`src/rtl/parity_frame_receiver.sv`:
```
// Serial frame receiver: DATA_W data bits (LSB first) plus an odd-parity bit.
// Each checked word is presented on a valid/ready output. Frame, error and overrun status are kept alongside.
module parity_frame_receiver #(
  parameter int DATA_W  = 5,
  parameter int CNT_W   = 8,
  parameter int TIMEOUT = 16
) (
  input  logic              i_clk,
  input  logic              i_rst,
  input  logic              i_start,
  input  logic              i_bit_in,
  input  logic              i_bit_valid,
  input  logic              i_out_ready,
  output logic              o_out_valid,
  output logic [DATA_W-1:0] o_out_data,
  output logic              o_out_parity_ok,
  output logic              o_busy,
  output logic [CNT_W-1:0]  o_frame_count,
  output logic [CNT_W-1:0]  o_err_count,
  output logic              o_overrun
);

  localparam int IDX_W = $clog2(DATA_W + 1);
  localparam int TMO_W = $clog2(TIMEOUT + 1);

  typedef enum logic [1:0] {S_IDLE, S_DATA, S_PARITY, S_HOLD} state_t;

  state_t             r_state, w_next;
  logic [IDX_W-1:0]   r_idx;
  logic [TMO_W-1:0]   r_tmo;
  logic [DATA_W-1:0]  r_data;
  logic               r_ok;
  logic [CNT_W-1:0]   r_frame_cnt, r_err_cnt;
  logic               r_overrun;

  logic w_in_frame, w_last_data, w_timeout, w_par, w_hs, w_load;
  logic w_frame_inc, w_err_inc;

  assign w_in_frame  = (r_state == S_DATA) || (r_state == S_PARITY);
  assign w_last_data = (r_idx == IDX_W'(DATA_W - 1));
  // Abort on the edge where the idle-cycle count would reach TIMEOUT.
  assign w_timeout   = w_in_frame && !i_bit_valid && (r_tmo == TMO_W'(TIMEOUT - 1));
  assign w_par       = (^r_data) ^ i_bit_in;
  assign w_hs        = (r_state == S_HOLD) && i_out_ready;
  assign w_load      = ((r_state == S_IDLE) && i_start) || (w_hs && i_start);
  assign w_frame_inc = (r_state == S_PARITY) && i_bit_valid;
  assign w_err_inc   = (w_frame_inc && !w_par) || w_timeout;

  always_ff @(posedge i_clk) begin
    if (i_rst) r_state <= S_IDLE;
    else       r_state <= w_next;
  end

  always_comb begin
    w_next = r_state;
    case (r_state)
      S_IDLE:   if (i_start) w_next = S_DATA;
      S_DATA:   if (w_timeout) w_next = S_IDLE;
                else if (i_bit_valid && w_last_data) w_next = S_PARITY;
      S_PARITY: if (w_timeout) w_next = S_IDLE;
                else if (i_bit_valid) w_next = S_HOLD;
      S_HOLD:   if (i_out_ready) w_next = i_start ? S_DATA : S_IDLE;
      default:  w_next = S_IDLE;
    endcase
  end

  always_ff @(posedge i_clk) begin
    if (i_rst) begin
      r_idx       <= '0;
      r_tmo       <= '0;
      r_data      <= '0;
      r_ok        <= 1'b0;
      r_frame_cnt <= '0;
      r_err_cnt   <= '0;
      r_overrun   <= 1'b0;
    end else begin
      if (w_load) begin
        r_data <= '0;
        r_idx  <= '0;
      end else if ((r_state == S_DATA) && i_bit_valid) begin
        r_data[r_idx] <= i_bit_in;
        r_idx         <= r_idx + 1'b1;
      end
      r_tmo <= (w_in_frame && !i_bit_valid && !w_timeout) ? r_tmo + 1'b1 : '0;
      if (w_frame_inc) r_ok <= w_par;
      // Counters hold at all-ones instead of wrapping.
      if (w_frame_inc && (r_frame_cnt != '1)) r_frame_cnt <= r_frame_cnt + 1'b1;
      if (w_err_inc && (r_err_cnt != '1))     r_err_cnt   <= r_err_cnt + 1'b1;
      if ((r_state == S_HOLD) && i_bit_valid) r_overrun <= 1'b1;
    end
  end

  assign o_out_valid     = (r_state == S_HOLD);
  assign o_out_data      = r_data;
  assign o_out_parity_ok = r_ok;
  assign o_busy          = (r_state != S_IDLE);
  assign o_frame_count   = r_frame_cnt;
  assign o_err_count     = r_err_cnt;
  assign o_overrun       = r_overrun;

endmodule

```
`config.mk`:
```
export PLATFORM = sky130hd
export DESIGN_NAME = parity_frame_receiver
export DESIGN_NICKNAME = d
export VERILOG_FILES = /design/src/rtl/parity_frame_receiver.sv
export SDC_FILE = /design/constraint.sdc
export NUM_CORES = 1
export LEC_CHECK = 0
export CAP_MARGIN = 10
export CORE_MARGIN = 2
export CORE_UTILIZATION = 40
export DETAILED_ROUTE_END_ITERATION = 10
export GPL_TIMING_DRIVEN = 0
export HOLD_SLACK_MARGIN = 0.06
export PLACE_DENSITY = 0.64
export SYNTH_ARGS = -nofsm -noshare
export SYNTH_HDL_FRONTEND = slang
export SYNTH_SLANG_ARGS = --single-unit
```
`constraint.sdc`:
```
create_clock -name i_clk -period 1.65 [get_ports i_clk]
set_input_delay 0.2475 -clock i_clk [delete_from_list [all_inputs] [get_ports i_clk]]
set_output_delay 0.2475 -clock i_clk [all_outputs]
set_load 0.03 [all_outputs]
```
==> results.ini, run 1 <==
[run_status]
outcome=finished, violations left
failed_checks=setup timing

[synthesis]
synth_cell_types=41
yosysSeqAreaShare_pct=40.6
syn_nets=198
ys_ff_latch=33
synthCells=181
synth_area_mm2=0.00163
synthTopCellsByArea=dfxtp_1 (41%), ha_1 (8.4%), nor2_1 (6.5%)
synth_largest_area_cell=dfxtp_1
synth.avg_cell_area_um2=9.00
synth_top_area_share_pct=40.6
ys_warn_count=0

[floorplanning]
dieArea_mm2=0.00460
start_util_pct=41.0
die-height_um=67.8
rows=23
fp.dieW_um=67.8
core_mm2=0.00397
io_pins=31

[power]
ir_drop_uv=442
powerDensity_mw_per_mm2=865
fin_total_pwr_uw=2030
leakagePower_uw=0.000980

[routing]
drt_iter0_markers=48
dr.pass1.iters=4
vias_per_cell=5.22
ant_nets=0
routed_wl_um=3810
vias=1456
drc=0
wl_per_cell_um=13.6

[placed_design]
numPlacedInstances=260
portBuffers=29
gp_congestion=0.800
place_worst_setup_slack_ns=-0.720
dpl.hpwl_um=2630

[clocking]
cts_buffers=5
clk_pin_slew_ns=0.07
clk_path_buf_depth=2
cts_root_buf=clkbuf_8
htreeDepth=2
cts_tree=built
clkLatencyLatePin_ns=0.29
clock-sinks=33

[global_routing]
grt.overflow.total=0
grt_first_pass_wirelength_um=6120
grt_pass1_vias=1382
grt.total_usage_pct=17.9
antenna_found_initial=0
grt_max_degree=12

[setup_path]
critPathKind=input pin to flop
start_kind=input pin
crit_family=XOR/XNOR gates
required_ns=1.84
arrival_ns=2.05
crit_chain=dlygate4sd2_1, xnor2_2, xnor3_1, o21a_4, or4b_1, o211a_1
end_kind=flop
critPathBufInv=1
path_max_fanout=7
crit_slowest_cell=or4b_1
critPathMaxStageDelay_ns=0.46

[final_layout]
area_growth_pct=43.9
fin_cells=279
antenna_cells=0
fin_nets=245
fillers=335
layout_commonest_cell=nor2_1
final_cell_mix=nor2_1 (27), dfxtp_1 (23), clkdlybuf4s50_1 (14)
drive_gt1_share_pct=24.5

[flow_run]
maxCapViolations=0

[sta]
hold_viol=0
setup_viol=15
fin_crit_ns=1.86
max_slew_margin_pct=59.6
fmax_mhz=537
fin_crit_sh_pct=113
fin_ws_ns=-0.213
drv_slew=0
skew_ns=0.00522
rsz0062_at_grt=true
worst_slew_pin_slew_ns=0.601

[min_path]
hp-class=input pin to flop

area by class of cell:
cell class	count	area, µm²	share of cell area, %
plain buffers	6	30.0	1.28
flip-flops and latches	33	681	29.0
clock buffers	7	108	4.59
repair buffers	40	377	16.1
clock inverters	1	7.51	0.320
multi-input cells	132	1040	44.5
well taps	50	62.6	2.67
inverters	10	37.5	1.60
registers in the layout (all words and copies together) (netlist names):
signal	flops
o_out_parity_ok	1
r_idx	3
o_out_data	5
o_frame_count	8
r_state	2
r_tmo	5
o_err_count	8
o_overrun	1
worst min-delay path, cell delays in order:
cell	delay (ns)
clkbuf_1	0.18
nand3_1	0.13
a21oi_1	0.05
Yosys cell counts:
master,instances
buf_6,1
or3_1,1
o211a_1,1
clkbuf_1,5
o21ai_1,1
and3_1,2
xor2_1,4
ha_1,11
o41ai_1,3
or4_1,5
nand2_1,9
nor3_1,1
o31ai_1,2
nor2b_1,1
o21ba_2,1
or4b_2,1
mux2i_1,8
a21boi_0,1
mux2_2,1
and2_1,1
o21a_1,1
o311ai_0,1
o221a_2,1
or4b_1,1
dfxtp_1,33
nand3_1,10
nor4_1,5
a21oi_1,10
o211ai_1,1
inv_1,10
xnor3_1,1
a211oi_1,1
nand4_1,2
o21ai_0,4
xnor2_1,7
nor2_1,28
a221oi_1,1
or3b_1,1
nor4b_1,1
nand2b_1,1
nand3b_1,1
cell families (layout without fill, tap and decap cells):
logic type | after synthesis | in the layout | share of synthesized area (%)
multiplexers | 9 | 9 | 5.61
adder cells (fa/ha/maj) | 11 | 11 | 8.45
XOR/XNOR | 12 | 12 | 7.30
AO/OA/AOI/OAI | 29 | 29 | 12.0
AND/OR/NAND/NOR | 71 | 71 | 22.0
flip-flops | 33 | 33 | 40.6
buffers and inverters | 16 | 64 | 4.15
worst paths after layout:
| check | start | endpoint | slack, ns | cells past startpoint |
|---|---|---|---|---|
| setup / recovery | i_bit_in | o_err_count[6] | -0.21 | 6 |
| hold reg to reg | o_overrun | o_overrun | 0.51 | 2 |
| hold / removal | i_bit_valid | r_idx[1] | 0.36 | 3 |
| setup reg to reg | o_out_data[0] | o_err_count[6] | -0.21 | 5 |
metal layers:
layer | global-route usage, % | up-vias | wire [µm]
met3 | 4.11 | 8 | 140
met1 | 21.1 | 681 | 1690
met2 | 31.0 | 31 | 1900
met5 | 0 | - | 0
li1 | - | 736 | -
met4 | 8.25 | 0 | 78
timing repair:
action / CTS / global route
hold endpoints to repair: 0 / 0
cloned: 1 / 0
setup endpoints to repair: 22 / 31
buffers inserted: 6 / 4
pin swaps: 9 / 2
resized for setup: 31 / 18
hold buffers: 0 / 0
through the flow:
stage | hold slack (ns) | setup TNS [ns] | util, % | instance area, µm²
CTS | 0.360 | -1.60 | 56.7 | 2250
floorplan | 0.393 | -1.22 | - | 1650
global placement | 0.425 | -6.19 | 50.4 | 2000
global route | 0.393 | -4.04 | 59.0 | 2340
finish | 0.363 | -1.84 | 59.0 | 2340
detailed placement | 0.435 | -7.11 | 50.4 | 2000
where the power goes:
part | total, µW | internal (µW) | leakage (µW) | switching (µW)
Sequential | 854 | 822 | 0.000272 | 32.1
Combinational | 445 | 206 | 0.000652 | 239
Clock | 730 | 430 | 0.0000556 | 300
Total | 2030 | 1460 | 0.000980 | 571
Note: power is estimated with default switching activity, not from simulation.
==> run 2: changes to the inputs <==
==> constraint.sdc (replaced) <==
create_clock -name i_clk -period 1.65 [get_ports i_clk]
set_input_delay 0.495 -clock i_clk [delete_from_list [all_inputs] [get_ports i_clk]]
set_output_delay 0.495 -clock i_clk [all_outputs]
set_load 0.03 [all_outputs]
==> run 2 against run 1 <==
Compared with the run above:
- the run still ends with setup timing left
- worst setup slack better by 0.013 ns
- die area unchanged
- count of clock-buffer cells in the layout unchanged
- design area up 3.3%
- first-iteration DRC count down 35%
- non-clock buffer count unchanged
- core utilization up 2.0 points
- clock skew up 0.0053 ns
==> results.ini, run 2 (synthesis results as in run 1) <==
[run_status]
outcome=finished, violations left  ; unchanged
failed_checks=setup timing  ; unchanged

[power]
powerDensity_mw_per_mm2=858  ; was 865 mW/mm²
leakagePower_uw=0.000955  ; was 0.000980 µW
ir_drop_uv=675  ; was 442 µV
fin_total_pwr_uw=2080  ; was 2030 µW

[floorplanning]
fp.dieW_um=67.8  ; unchanged
core_mm2=0.00397  ; unchanged
dieArea_mm2=0.00460  ; unchanged
die-height_um=67.8  ; unchanged
rows=23  ; unchanged
start_util_pct=41.0  ; unchanged
io_pins=31  ; unchanged

[setup_path]
crit_slowest_cell=xnor3_1  ; was or4b_1
reg2reg_from=o_out_data[0]  ; unchanged
r2r_slack_ns=-0.20  ; was -0.21 ns
required_ns=1.84  ; about the same
start_kind=flop  ; was input pin
end_kind=flop  ; unchanged
r2r-end=o_err_count[5]  ; was o_err_count[6]
path_max_fanout=7  ; unchanged
critPathMaxStageDelay_ns=0.44  ; was 0.46 ns
arrival_ns=2.04  ; was 2.05 ns
critPathKind=flop to flop  ; was input pin to flop
crit_chain=xnor2_2, xnor3_1, o21a_4, nor4_2, mux2_2  ; was dlygate4sd2_1, xnor2_2, xnor3_1, o21a_4, or4b_1, o211a_1
reg2reg_depth=5  ; unchanged

[routing]
vias=1459  ; was 1456
wl_per_cell_um=15.3  ; was 13.6 µm
drt_iter0_markers=31  ; was 48
drc=0  ; unchanged
routed_wl_um=4260  ; was 3810 µm
dr.pass1.iters=4  ; unchanged
ant_nets=0  ; unchanged
vias_per_cell=5.23  ; was 5.22

[final_layout]
final_cell_mix=nor2_1 (23), dfxtp_1 (21), dlygate4sd2_1 (16), nand3_1 (10), a21oi_1 (9)  ; was nor2_1 (27), dfxtp_1 (23), clkdlybuf4s50_1 (14)
fillers=325  ; was 335
fin_area_mm2=0.00242  ; was 0.00234 mm²
fin_cells=279  ; unchanged
drive_gt1_share_pct=35.4  ; was 24.5%
layout_commonest_cell=nor2_1  ; unchanged
fin_nets=245  ; unchanged
area_growth_pct=48.7  ; was 43.9%
antenna_cells=0  ; unchanged

[clocking]
clkLatencyLatePin_ns=0.30  ; was 0.29 ns
cts_root_buf=clkbuf_8  ; unchanged
clk_pin_slew_ns=0.07  ; about the same
clk_path_buf_depth=2  ; unchanged
clock-sinks=33  ; unchanged
cts_tree=built  ; unchanged
htreeDepth=2  ; unchanged
cts_buffers=5  ; unchanged

[placed_design]
gp_congestion=0.845  ; was 0.800
portBuffers=29  ; unchanged
dpl_cell_area_mm2=0.00200  ; about the same
numPlacedInstances=260  ; unchanged
dpl.hpwl_um=2780  ; was 2630 µm

[global_routing]
grt.total_usage_pct=19.8  ; was 17.9%
grt_max_degree=11  ; was 12
grt_pass1_vias=1431  ; was 1382
antenna_found_initial=0  ; unchanged
grt.overflow.total=0  ; unchanged
grt_first_pass_wirelength_um=6760  ; was 6120 µm

[sta]
skew_ns=0.0105  ; was 0.00522 ns
max_slew_margin_pct=62.7  ; was 59.6%
drv_slew=0  ; unchanged
fin_crit_ns=1.85  ; was 1.86 ns
fmax_mhz=541  ; was 537 MHz
hold_viol=0  ; unchanged
fin_ws_ns=-0.200  ; was -0.213 ns
rsz0062_at_grt=true  ; unchanged
setup_viol=10  ; was 15
fin_crit_sh_pct=112  ; was 113%
worst_slew_pin_slew_ns=0.555  ; was 0.601 ns

[min_path]
hp-class=input pin to flop  ; unchanged
hp-start=i_bit_in  ; was i_bit_valid
whs_path_depth=3  ; unchanged
min_to=o_out_data[2]  ; was r_idx[1]

[flow_run]
maxCapViolations=0  ; unchanged

-- run 2: cell count changes in the layout (fill, tap and decap cells not counted), sizes merged --
| cell | delta |
|---|---|
| clkinvlp | -1 |
| clkinv | +1 |
| dlygate4sd2 | +10 |
| clkdlybuf4s50 | -11 |
| clkdlybuf4s15 | +2 |
| buf | +2 |
| clkbuf | +4 |
| dlymetal6s2s | -7 |
-- run 2: per-stage QoR --
step	setup TNS [ns]	hold WS, ns	utilization, %	setup slack (ns)
4_1_cts	-1.49	0.469	56.7	-0.192
3_5_place_dp	-12.90	0.435	50.4	-0.913
6_report	-1.47	0.466	61.0	-0.200
3_3_place_gp	-11.72	0.426	50.4	-0.901
5_1_grt	-2.34	0.474	61.0	-0.275
2_1_floorplan	-1.22	0.417	-	-0.223
-- run 2: critical path, delay by kind of cell (launching register included) --
family | cells | cell delay [ns]
xor gates and xnor gates | 2 | 0.55
DFF | 1 | 0.36
muxes | 1 | 0.36
AOI/OAI and AO/OA | 1 | 0.24
and+or+nand+nor | 1 | 0.23
-- run 2: report_power, final --
part           switching, µW  internal, µW  leakage [µW]
Sequential              46.6           827      0.000273
Clock                    308           377     0.0000542
Combinational            274           245      0.000627
-- run 2: final cells by class --
class | instances | area [µm²] | share of cell area (%)
buffer | 6 | 35.0 | 1.45
clock buffer | 7 | 96.3 | 3.98
clock inverter | 1 | 5.00 | 0.207
inverter | 10 | 37.5 | 1.55
multi-input combinational | 132 | 1160 | 47.8
sequential | 33 | 686 | 28.3
tap | 50 | 62.6 | 2.58
timing repair buffer | 40 | 343 | 14.2
-- run 2: timing repair --
action / CTS / global route
setup endpoints to repair: 48 / 32
setup buffers: 6 / 4
hold buffers: 0 / 0
endpoints found under the hold margin: 0 / 0
pin swaps: 10 / 5
gates resized for setup: 74 / 44
gates cloned: 1 / 0
-- run 2: how the worst max path moves through the flow --
stage | start | end | slack (ns) | depth (start not counted)
2_1_floorplan | o_out_data[4] | o_err_count[5] | -0.22 | 5
3_3_place_gp | i_bit_in | o_err_count[5] | -0.90 | 6
3_5_place_dp | i_bit_in | o_err_count[5] | -0.91 | 6
4_1_cts | o_out_data[0] | o_err_count[5] | -0.19 | 5
5_1_grt | o_out_data[0] | o_err_count[5] | -0.28 | 5
6_report | o_out_data[0] | o_err_count[5] | -0.20 | 5
-- run 2: routing by layer --
metal	GRT usage [%]	vias to the layer above	part of all wire, %
li1	-	734	-
met5	0	-	0
met1	21.1	690	41
met3	5.76	7	3.4
met4	6.25	0	1.8
met2	37.4	28	53
==> run 3: changes to the inputs <==
--- a/config.mk
+++ b/config.mk
@@ -6,6 +6,7 @@
 export NUM_CORES = 1
 export LEC_CHECK = 0
 export CAP_MARGIN = 10
+export CORE_ASPECT_RATIO = 0.5
 export CORE_MARGIN = 2
 export CORE_UTILIZATION = 40
 export DETAILED_ROUTE_END_ITERATION = 10
==> run 3 against run 2 <==
Compared with the run above:
- the run still ends with setup timing left
- clock power shrank 2%
- design area is 3.5% lower
- highest routed layer unchanged
- sequential share of layout area is 0.96 points higher
- sequential power decreased by 1%
- critical path depth did not move
- largest power group unchanged
- fmax down 0.98%
- clock skew fell by 0.0017 ns
- power is 1.8% lower
==> results.ini, run 3 (synthesis results as in run 1) <==
[run_status]
outcome=finished, violations left  ; unchanged
failed_checks=setup timing  ; unchanged

[setup_path]
crit_chain=xnor2_2, xnor3_1, o21a_4, or4b_1, o211a_1  ; was xnor2_2, xnor3_1, o21a_4, nor4_2, mux2_2
r2r_slack_ns=-0.22  ; was -0.20 ns
critPathKind=flop to flop  ; unchanged
crit_family=XOR/XNOR gates  ; unchanged
crit_slowest_cell=or4b_1  ; was xnor3_1
arrival_ns=2.05  ; was 2.04 ns
path_max_fanout=7  ; unchanged
start_kind=flop  ; unchanged
critPathMaxStageDelay_ns=0.47  ; was 0.44 ns
end_kind=flop  ; unchanged
required_ns=1.83  ; was 1.84 ns
critPathBufInv=0  ; unchanged

[floorplanning]
core_mm2=0.00390  ; was 0.00397 mm²
start_util_pct=41.7  ; was 41.0%
io_pins=31  ; unchanged
dieArea_mm2=0.00463  ; was 0.00460 mm²
rows=16  ; was 23
die-height_um=49.1  ; was 67.8 µm
fp.dieW_um=94.3  ; was 67.8 µm

[placed_design]
place_worst_setup_slack_ns=-0.977  ; was -0.913 ns
dpl.hpwl_um=2370  ; was 2780 µm
portBuffers=29  ; unchanged
gp_congestion=0.779  ; was 0.845
dpl_cell_area_mm2=0.00201  ; was 0.00200 mm²

[routing]
dr.pass1.iters=4  ; unchanged
routed_wl_um=3780  ; was 4260 µm
wl_per_cell_um=13.4  ; was 15.3 µm
ant_nets=0  ; unchanged
vias_per_cell=5.31  ; was 5.23
vias=1498  ; was 1459
drt_iter0_markers=40  ; was 31
drc=0  ; unchanged

[sta]
max_slew_margin_pct=59.4  ; was 62.7%
hold_viol=0  ; unchanged
fin_crit_ns=1.87  ; was 1.85 ns
drv_slew=0  ; unchanged
skew_ns=0.00884  ; was 0.0105 ns
fmax_mhz=535  ; was 541 MHz
rsz0062_at_grt=true  ; unchanged
fin_crit_sh_pct=113  ; was 112%
fin_tns_setup_ns=-1.48  ; was -1.47 ns
fin_hold_ws_ns=0.461  ; was 0.466 ns
fin_ws_ns=-0.218  ; was -0.200 ns
setup_viol=11  ; was 10
worst_slew_pin_slew_ns=0.605  ; was 0.555 ns

[clocking]
cts_hold_buf=0  ; unchanged
cts_buffers=5  ; unchanged
cts_root_buf=clkbuf_8  ; unchanged
cts_tree=built  ; unchanged
clk_pin_slew_ns=0.07  ; about the same
clk_path_buf_depth=2  ; unchanged
clock-sinks=33  ; unchanged
clkLatencyLatePin_ns=0.28  ; was 0.30 ns
htreeDepth=2  ; unchanged

[global_routing]
grt_first_pass_wirelength_um=6220  ; was 6760 µm
grt_max_degree=11  ; unchanged
grt_pass1_vias=1361  ; was 1431
antenna_found_initial=0  ; unchanged
grt.overflow.total=0  ; unchanged
grt.total_usage_pct=17.0  ; was 19.8%

[final_layout]
layout_commonest_cell=nor2_1  ; unchanged
final_cell_mix=nor2_1 (25), dfxtp_1 (22), dlygate4sd2_1 (20), nand3_1 (10), a21oi_1 (10)  ; was nor2_1 (23), dfxtp_1 (21), dlygate4sd2_1 (16), nand3_1 (10), a21oi_1 (9)
area_growth_pct=43.5  ; was 48.7%
fin_area_mm2=0.00234  ; was 0.00242 mm²
antenna_cells=0  ; unchanged
drive_gt1_share_pct=30.3  ; was 35.4%
fin_nets=244  ; was 245
fillers=355  ; was 325

[power]
ir_drop_uv=499  ; was 675 µV
leakagePower_uw=0.000942  ; was 0.000955 µW
fin_total_pwr_uw=2040  ; was 2080 µW
powerDensity_mw_per_mm2=873  ; was 858 mW/mm²

[flow_run]
maxCapViolations=0  ; unchanged

[min_path]
hp-class=flop to flop  ; was input pin to flop

==> run 3: through the flow <==
| step | std cells | util, % |
|---|---|---|
| 3_3_place_gp | 264 | 51.4 |
| 3_5_place_dp | 264 | 51.4 |
| 6_report | 282 | 59.9 |
| 2_1_floorplan | 181 | - |
| 4_1_cts | 278 | 56.9 |
| 5_1_grt | 282 | 59.9 |
==> run 3: path summary, 6_finish.rpt <==
path | from | to | cells after the start
hold reg to reg | o_overrun | o_overrun | 2
setup reg to reg | o_out_data[0] | o_err_count[6] | 5
setup / recovery | o_out_data[0] | o_err_count[6] | 5
hold / removal | o_overrun | o_overrun | 2
==> run 3: where the power goes <==
part | total, µW | internal [µW] | switching, µW
clock network | 671 | 377 | 293
logic | 510 | 241 | 269
registers | 861 | 826 | 34.5
==> run 3: layout make-up <==
| type | instances | area [µm²] | area share [%] |
|---|---|---|---|
| Buffer | 6 | 35.0 | 1.50 |
| Clock inverter | 1 | 5.00 | 0.214 |
| Sequential cell | 33 | 684 | 29.3 |
| Tap cell | 54 | 67.6 | 2.89 |
| Clock buffer | 7 | 96.3 | 4.12 |
| Timing Repair Buffer | 39 | 334 | 14.3 |
| Multi-Input combinational cell | 132 | 1080 | 46.1 |
| Inverter | 10 | 37.5 | 1.61 |
==> run 3: layer usage <==
| layer | up-vias | track usage [%] | part of all wire [%] |
|---|---|---|---|
| met5 | - | 0 | 0 |
| met2 | 32 | 27.9 | 47 |
| li1 | 737 | - | - |
| met3 | 6 | 5.10 | 3.7 |
| met1 | 723 | 22.2 | 48 |
| met4 | 0 | 3.62 | 1.4 |
==> run 3: worst register-to-register path, stage by stage, from the launching register on <==
cell	delay [ns]
dfxtp_2	0.37
xnor2_2	0.11
xnor3_1	0.44
o21a_4	0.24
or4b_1	0.47
o211a_1	0.13
==> run 3: repair_timing <==
item,CTS,global route
setup endpoints to repair,49,21
buffers inserted,5,4
gates resized for setup,68,26
gates cloned,1,0
pin swaps,8,3
==> edit 1, RTL diff (flow settings as in run 2) <==
Encoding of `state_t`: now Gray code (2 bits for 4 states).
--- a/src/rtl/parity_frame_receiver.sv
+++ b/src/rtl/parity_frame_receiver.sv
@@ -25,3 +25,3 @@
 
-  typedef enum logic [1:0] {S_IDLE, S_DATA, S_PARITY, S_HOLD} state_t;
+  typedef enum logic [1:0] {S_IDLE = 2'b00, S_DATA = 2'b01, S_PARITY = 2'b11, S_HOLD = 2'b10} state_t;
 
Function: same outputs for any inputs over 10 cycles, from zero or initial values and one cycle with i_rst high; not proved beyond that.
==> edit 1 against run 2 <==
Routed wire length is 18% lower; setup slack worse by 0.081 ns; the flow still finishes with violations (setup timing); count of clock-buffer cells in the layout stayed put; area after synthesis is 5.5% lower; synthesized cell count is 5.5% lower; cell area is 9.0% lower; sequential share of layout area is 2.4 points higher; sequential cell count stayed put.
Power is not compared: it rests on default switching activity, and its combinational part moved more than twofold at a synthesized area within 25%.
==> edit 1: results (changes against run 2) <==
STA
  – Endpoints failing setup: 8 (was 10)
  – TNS Setup: -1.988 ns (was -1.466 ns)
  – Least-Margin Pin Slew: 0.4380 ns (was 0.5551 ns)
  – Setup ws final: -0.2806 ns (was -0.1998 ns)
  – Clock skew: 0.004525 ns (was 0.01051 ns)

Finish
  – Final non-clock buffer share: 15.67% (was 15.60%)
  – Fin area: 2203 µm² (was 2422 µm²)
  – Invs w/o clock: 8 (was 10)
  – Seq area share: 30.66% (was 28.31%)
  – Fin cells: 261 (was 279)
  – Number of clock buffers in the layout: 7 (unchanged)
  – Multi-input combinational area share: 44.97% (was 47.78%)
  – Share of cells above drive strength 1: 26.29% (was 35.37%)
  – Number of non-clock buffers: 41 (was 46)
  – Count of multi-input gates: 123 (was 132)
  – Fillers: 353 (was 325)
  – Clock-cell share: 4.600% (was 4.184%)
  – Sequential cell count: 33 (unchanged)
  – Layout Nets: 224 (was 245)

Synth
  – Xor/xnor share of the synthesized area: 9.431% (was 7.296%)
  – Post-Syn Area per Cell: 9.000 µm² (about the same)
  – Post-synthesis mux area share: 5.285% (was 5.607%)
  – Post-synthesis compound-gate area fraction: 9.106% (was 11.98%)
  – Area contributors post-synth: dfxtp_1 (43%), nor2_1 (6.8%), ha_1 (4.9%) (was dfxtp_1 (41%), ha_1 (8.4%), nor2_1 (6.5%))
  – Synth cell types: 40 (was 41)
  – Post-Synth Adder-Cell Area: 4.878% (was 8.449%)
  – Post-synth top cells: dfxtp_1 (33), nor2_1 (28), nand3_1 (9) (was dfxtp_1 (33), nor2_1 (28), ha_1 (11))
  – Net Count, Synth: 183 (was 198)
  – Netlist Area Pre-Place: 1539 µm² (was 1629 µm²)
  – Register area share after synthesis: 42.93% (was 40.55%)

Pwr
  – Leak: 0.8787 nW
  – P_seq: 0.000805 W

Global routing
  – Met1 Use GR: 18.24% (was 21.15%)
  – GRT Total Usage: 17.12% (was 19.84%)
  – First-pass GRT wire length: 5630 µm (was 6762 µm)
  – M3 GR Usage: 6.474% (was 5.757%)
  – Vias in the first global route: 1328 (was 1431)
  – Met2 Use GR: 30.05% (was 37.38%)

Drt
  – Via count: 1369 (was 1459)
  – Met2 routed WL: 1827 µm (was 2276 µm)
  – Initial DRC count: 58 (was 31)
  – WL met3: 131 µm (was 146 µm)
  – Metal-1 WL: 1470 µm (was 1757 µm)

Placement
  – GPL Wtd Cong: 0.7518 (was 0.8453)
  – Pre-CTS setup slack: -0.9012 ns (was -0.9126 ns)
  – Cells after DPL: 248 (was 260)
  – IO Port Bufs: 29 (unchanged)
  – Dpl cell area: 1919 µm² (was 2001 µm²)
  – DP Wirelength: 2318 µm (was 2779 µm)

Clocking
  – Postcts setup bufs: 5 (was 6)
  – Post-CTS Resized: 57 (was 74)
  – Clock Latency Late Sink: 0.28 ns (was 0.30 ns)

Critical path
  – WP data arrival: 2.11 ns (was 2.04 ns)
  – Slowest stage delay, CP: 0.46 ns (was 0.44 ns)
  – Max FO, Critical Path: 6 (was 7)

Hold path
  – Min-delay worst type: flop to flop (was input pin to flop)

Status
  – Status: finished with violations (unchanged)
  – Violated checks: setup timing (unchanged)
-- edit 1: cell types whose count changed after synthesis, moves of 2 or more --
| cell | delta |
|---|---|
| a21oi_1 | -2 |
| ha_1 | -5 |
| inv_1 | -2 |
| nand2_1 | -3 |
| nand3b_1 | +2 |
| o21ai_0 | -2 |
| xor2_1 | +2 |
-- edit 1: cell families (layout without fill, tap and decap cells) --
family / after synthesis / in the layout
fa+ha+maj: 6 / 6
simple gates: 73 / 73
xor+xnor: 15 / 15
flops: 33 / 33
buf+inv: 15 / 57
mux: 8 / 8
compound gates: 21 / 21
-- edit 1: worst paths after layout --
path,endpoint,slack (ns),cells past startpoint,start
worst max-delay path,o_err_count[6],-0.28,5,o_out_data[4]
worst min-delay path,r_tmo[0],0.46,1,r_tmo[0]
worst min register to register,r_tmo[0],0.46,1,r_tmo[0]
worst max register to register,o_err_count[6],-0.28,5,o_out_data[4]
==> edit 2, RTL diff (config.mk and constraints of run 2) <==
Without the edit above. The parameter `TIMEOUT` goes from 16 to 32.
--- a/src/rtl/parity_frame_receiver.sv
+++ b/src/rtl/parity_frame_receiver.sv
@@ -5,3 +5,3 @@
   parameter int CNT_W   = 8,
-  parameter int TIMEOUT = 16
+  parameter int TIMEOUT = 32
 ) (
Function: no difference found for any inputs over 10 cycles, from zero or initial values and one cycle with i_rst high; that may be too few to reach the edited logic, so the function may still have changed.
==> edit 2 against run 2 <==
Area after synthesis increased by 5.2%; cell count is 2.5% higher; routed wire length shrank 18%; sequential cell count grew 1; sequential power barely moved; cell area down 3.7%; utilization down 3.5 points; critical endpoint is now o_err_count[3]; power shrank 4.1%; the flow still finishes with violations (setup timing); setup slack worse by 0.057 ns; largest cell class unchanged; synthesized cell count grew 4.4%.
==> edit 2: results (changes against run 2) <==
Critical path
  – Worst path slowest cell: dfxtp_4 (was xnor3_1)
  – Max FO, Critical Path: 6 (was 7)
  – Slowest stage delay, CP: 0.37 ns (was 0.44 ns)
  – Largest delay share family, worst path: simple AND/OR/NAND/NOR gates (was XOR/XNOR gates)
  – WP data arrival: 2.09 ns (was 2.04 ns)

Hold path
  – Min-delay worst type: flop to flop (was input pin to flop)

Clocking
  – Clk pin slew, worst setup/hold paths: 0.08 ns
  – Clock Latency Late Sink: 0.29 ns

Placement
  – Pre-CTS setup slack: -0.9988 ns (was -0.9126 ns)
  – DP Wirelength: 2380 µm (was 2779 µm)
  – Cells after DPL: 268 (was 260)
  – GPL Wtd Cong: 0.7731 (was 0.8453)

Synth
  – Net Count, Synth: 205 (was 198)
  – Synth cell types: 36 (was 41)
  – Post-Syn Area per Cell: 9.070 µm² (was 9.000 µm²)
  – Post-synth top cells: nor2_1 (38), dfxtp_1 (34), ha_1 (10), nand3_1 (10) (was dfxtp_1 (33), nor2_1 (28), ha_1 (11))
  – Register area share after synthesis: 39.71% (was 40.55%)
  – Area contributors post-synth: dfxtp_1 (40%), nor2_1 (8.3%), ha_1 (7.3%) (was dfxtp_1 (41%), ha_1 (8.4%), nor2_1 (6.5%))

Status
  – Status: finished with violations (unchanged)
  – Violated checks: setup timing (unchanged)

Pwr
  – Leak: 1.019 nW (was 0.9545 nW)
  – Max VDD drop: 543.9 µV (was 675.2 µV)

Drt
  – WL final: 3508 µm (was 4257 µm)
  – Initial DRT Pass Iterations: 4 (unchanged)
  – Via count: 1447 (was 1459)
  – Routed WL per cell: 12.27 µm (was 15.26 µm)
  – Initial DRC count: 81 (was 31)

Global routing
  – First-pass GRT wire length: 6210 µm (was 6762 µm)
  – Largest net degree at the start of global routing: 12 (was 11)
  – GRT Total Usage: 15.87% (was 19.84%)

STA
  – Endpoints failing setup: 9 (was 10)
  – Setup ws final: -0.2570 ns (was -0.1998 ns)
  – Clock skew: 0.01024 ns (was 0.01051 ns)
  – Max_slew headroom: 70.10% (was 62.75%)
  – TNS Setup: -1.619 ns (was -1.466 ns)

Finish
  – Share of cells above drive strength 1: 24.58% (was 35.37%)
  – Layout Nets: 251 (was 245)
edit 2: cell types whose count changed after synthesis, moves of 3 or more:
| cell | delta |
|---|---|
| o21ai_0 | -3 |
| nor3_1 | +5 |
| nor2_1 | +10 |
| nor4_1 | -4 |
| o41ai_1 | -3 |
| a21oi_1 | -4 |
| or4_1 | -5 |
| and3_1 | +3 |
| nand4_1 | +3 |
| nor2b_1 | +3 |
| xor2_1 | +4 |
edit 2: worst paths after layout:
kind              start             end  slack, ns  depth (start not counted)
min reg2reg    r_tmo[0]        r_tmo[0]       0.45                          1
max          r_state[1]  o_err_count[3]      -0.26                          7
min            r_tmo[0]        r_tmo[0]       0.45                          1
max reg2reg  r_state[1]  o_err_count[3]      -0.26                          7
edit 2: layout make-up:
cell class	instances	area (µm²)
inverters	8	32.53
plain buffers	4	35.03
flip-flops and latches	34	690.7
well taps	50	62.56
fillers	389	1725
clock buffers	6	82.58
clock inverters	2	12.51
repair buffers	39	325.3
multi-input cells	143	1091
edit 2: cell families after synthesis:
| family | synth area share, % |
|---|---|
| AOI/OAI and AO/OA | 8.395 |
| xor gates and xnor gates | 10.00 |
| adders and majority gates | 7.299 |
| buffers and inverters | 3.066 |
| DFF | 39.71 |
| muxes | 6.642 |
| and+or+nand+nor | 24.89 |
edit 2: metal layers:
layer,global-route usage [%],vias up,wire length [µm]
li1,-,743,-
met1,21.19,666,1691
met2,24.04,30,1573
met3,4.070,8,173
met4,7.190,0,70
met5,0,-,0
edit 2: timing repair:
action	in CTS	in global routing
endpoints found under the setup margin	55	36
resized for setup	46	34
pin swaps	4	6
setup buffers	9	1
edit 2: where the power goes:
group | total, W | internal (W) | switching [W] | leakage [nW]
combinational | 0.000459 | 0.000212 | 0.000247 | 0.694
sequential | 0.000876 | 0.000850 | 0.0000262 | 0.277
clock | 0.000658 | 0.000335 | 0.000323 | 0.0472
edit 2: stage by stage:
stage          cell area [µm²]  hold slack (ns)
6_report                  2332           0.4452
3_5_place_dp              2088           0.4401
4_1_cts                   2241           0.4524
5_1_grt                   2332           0.4677
2_1_floorplan             1735           0.4179
3_3_place_gp              2088           0.4331
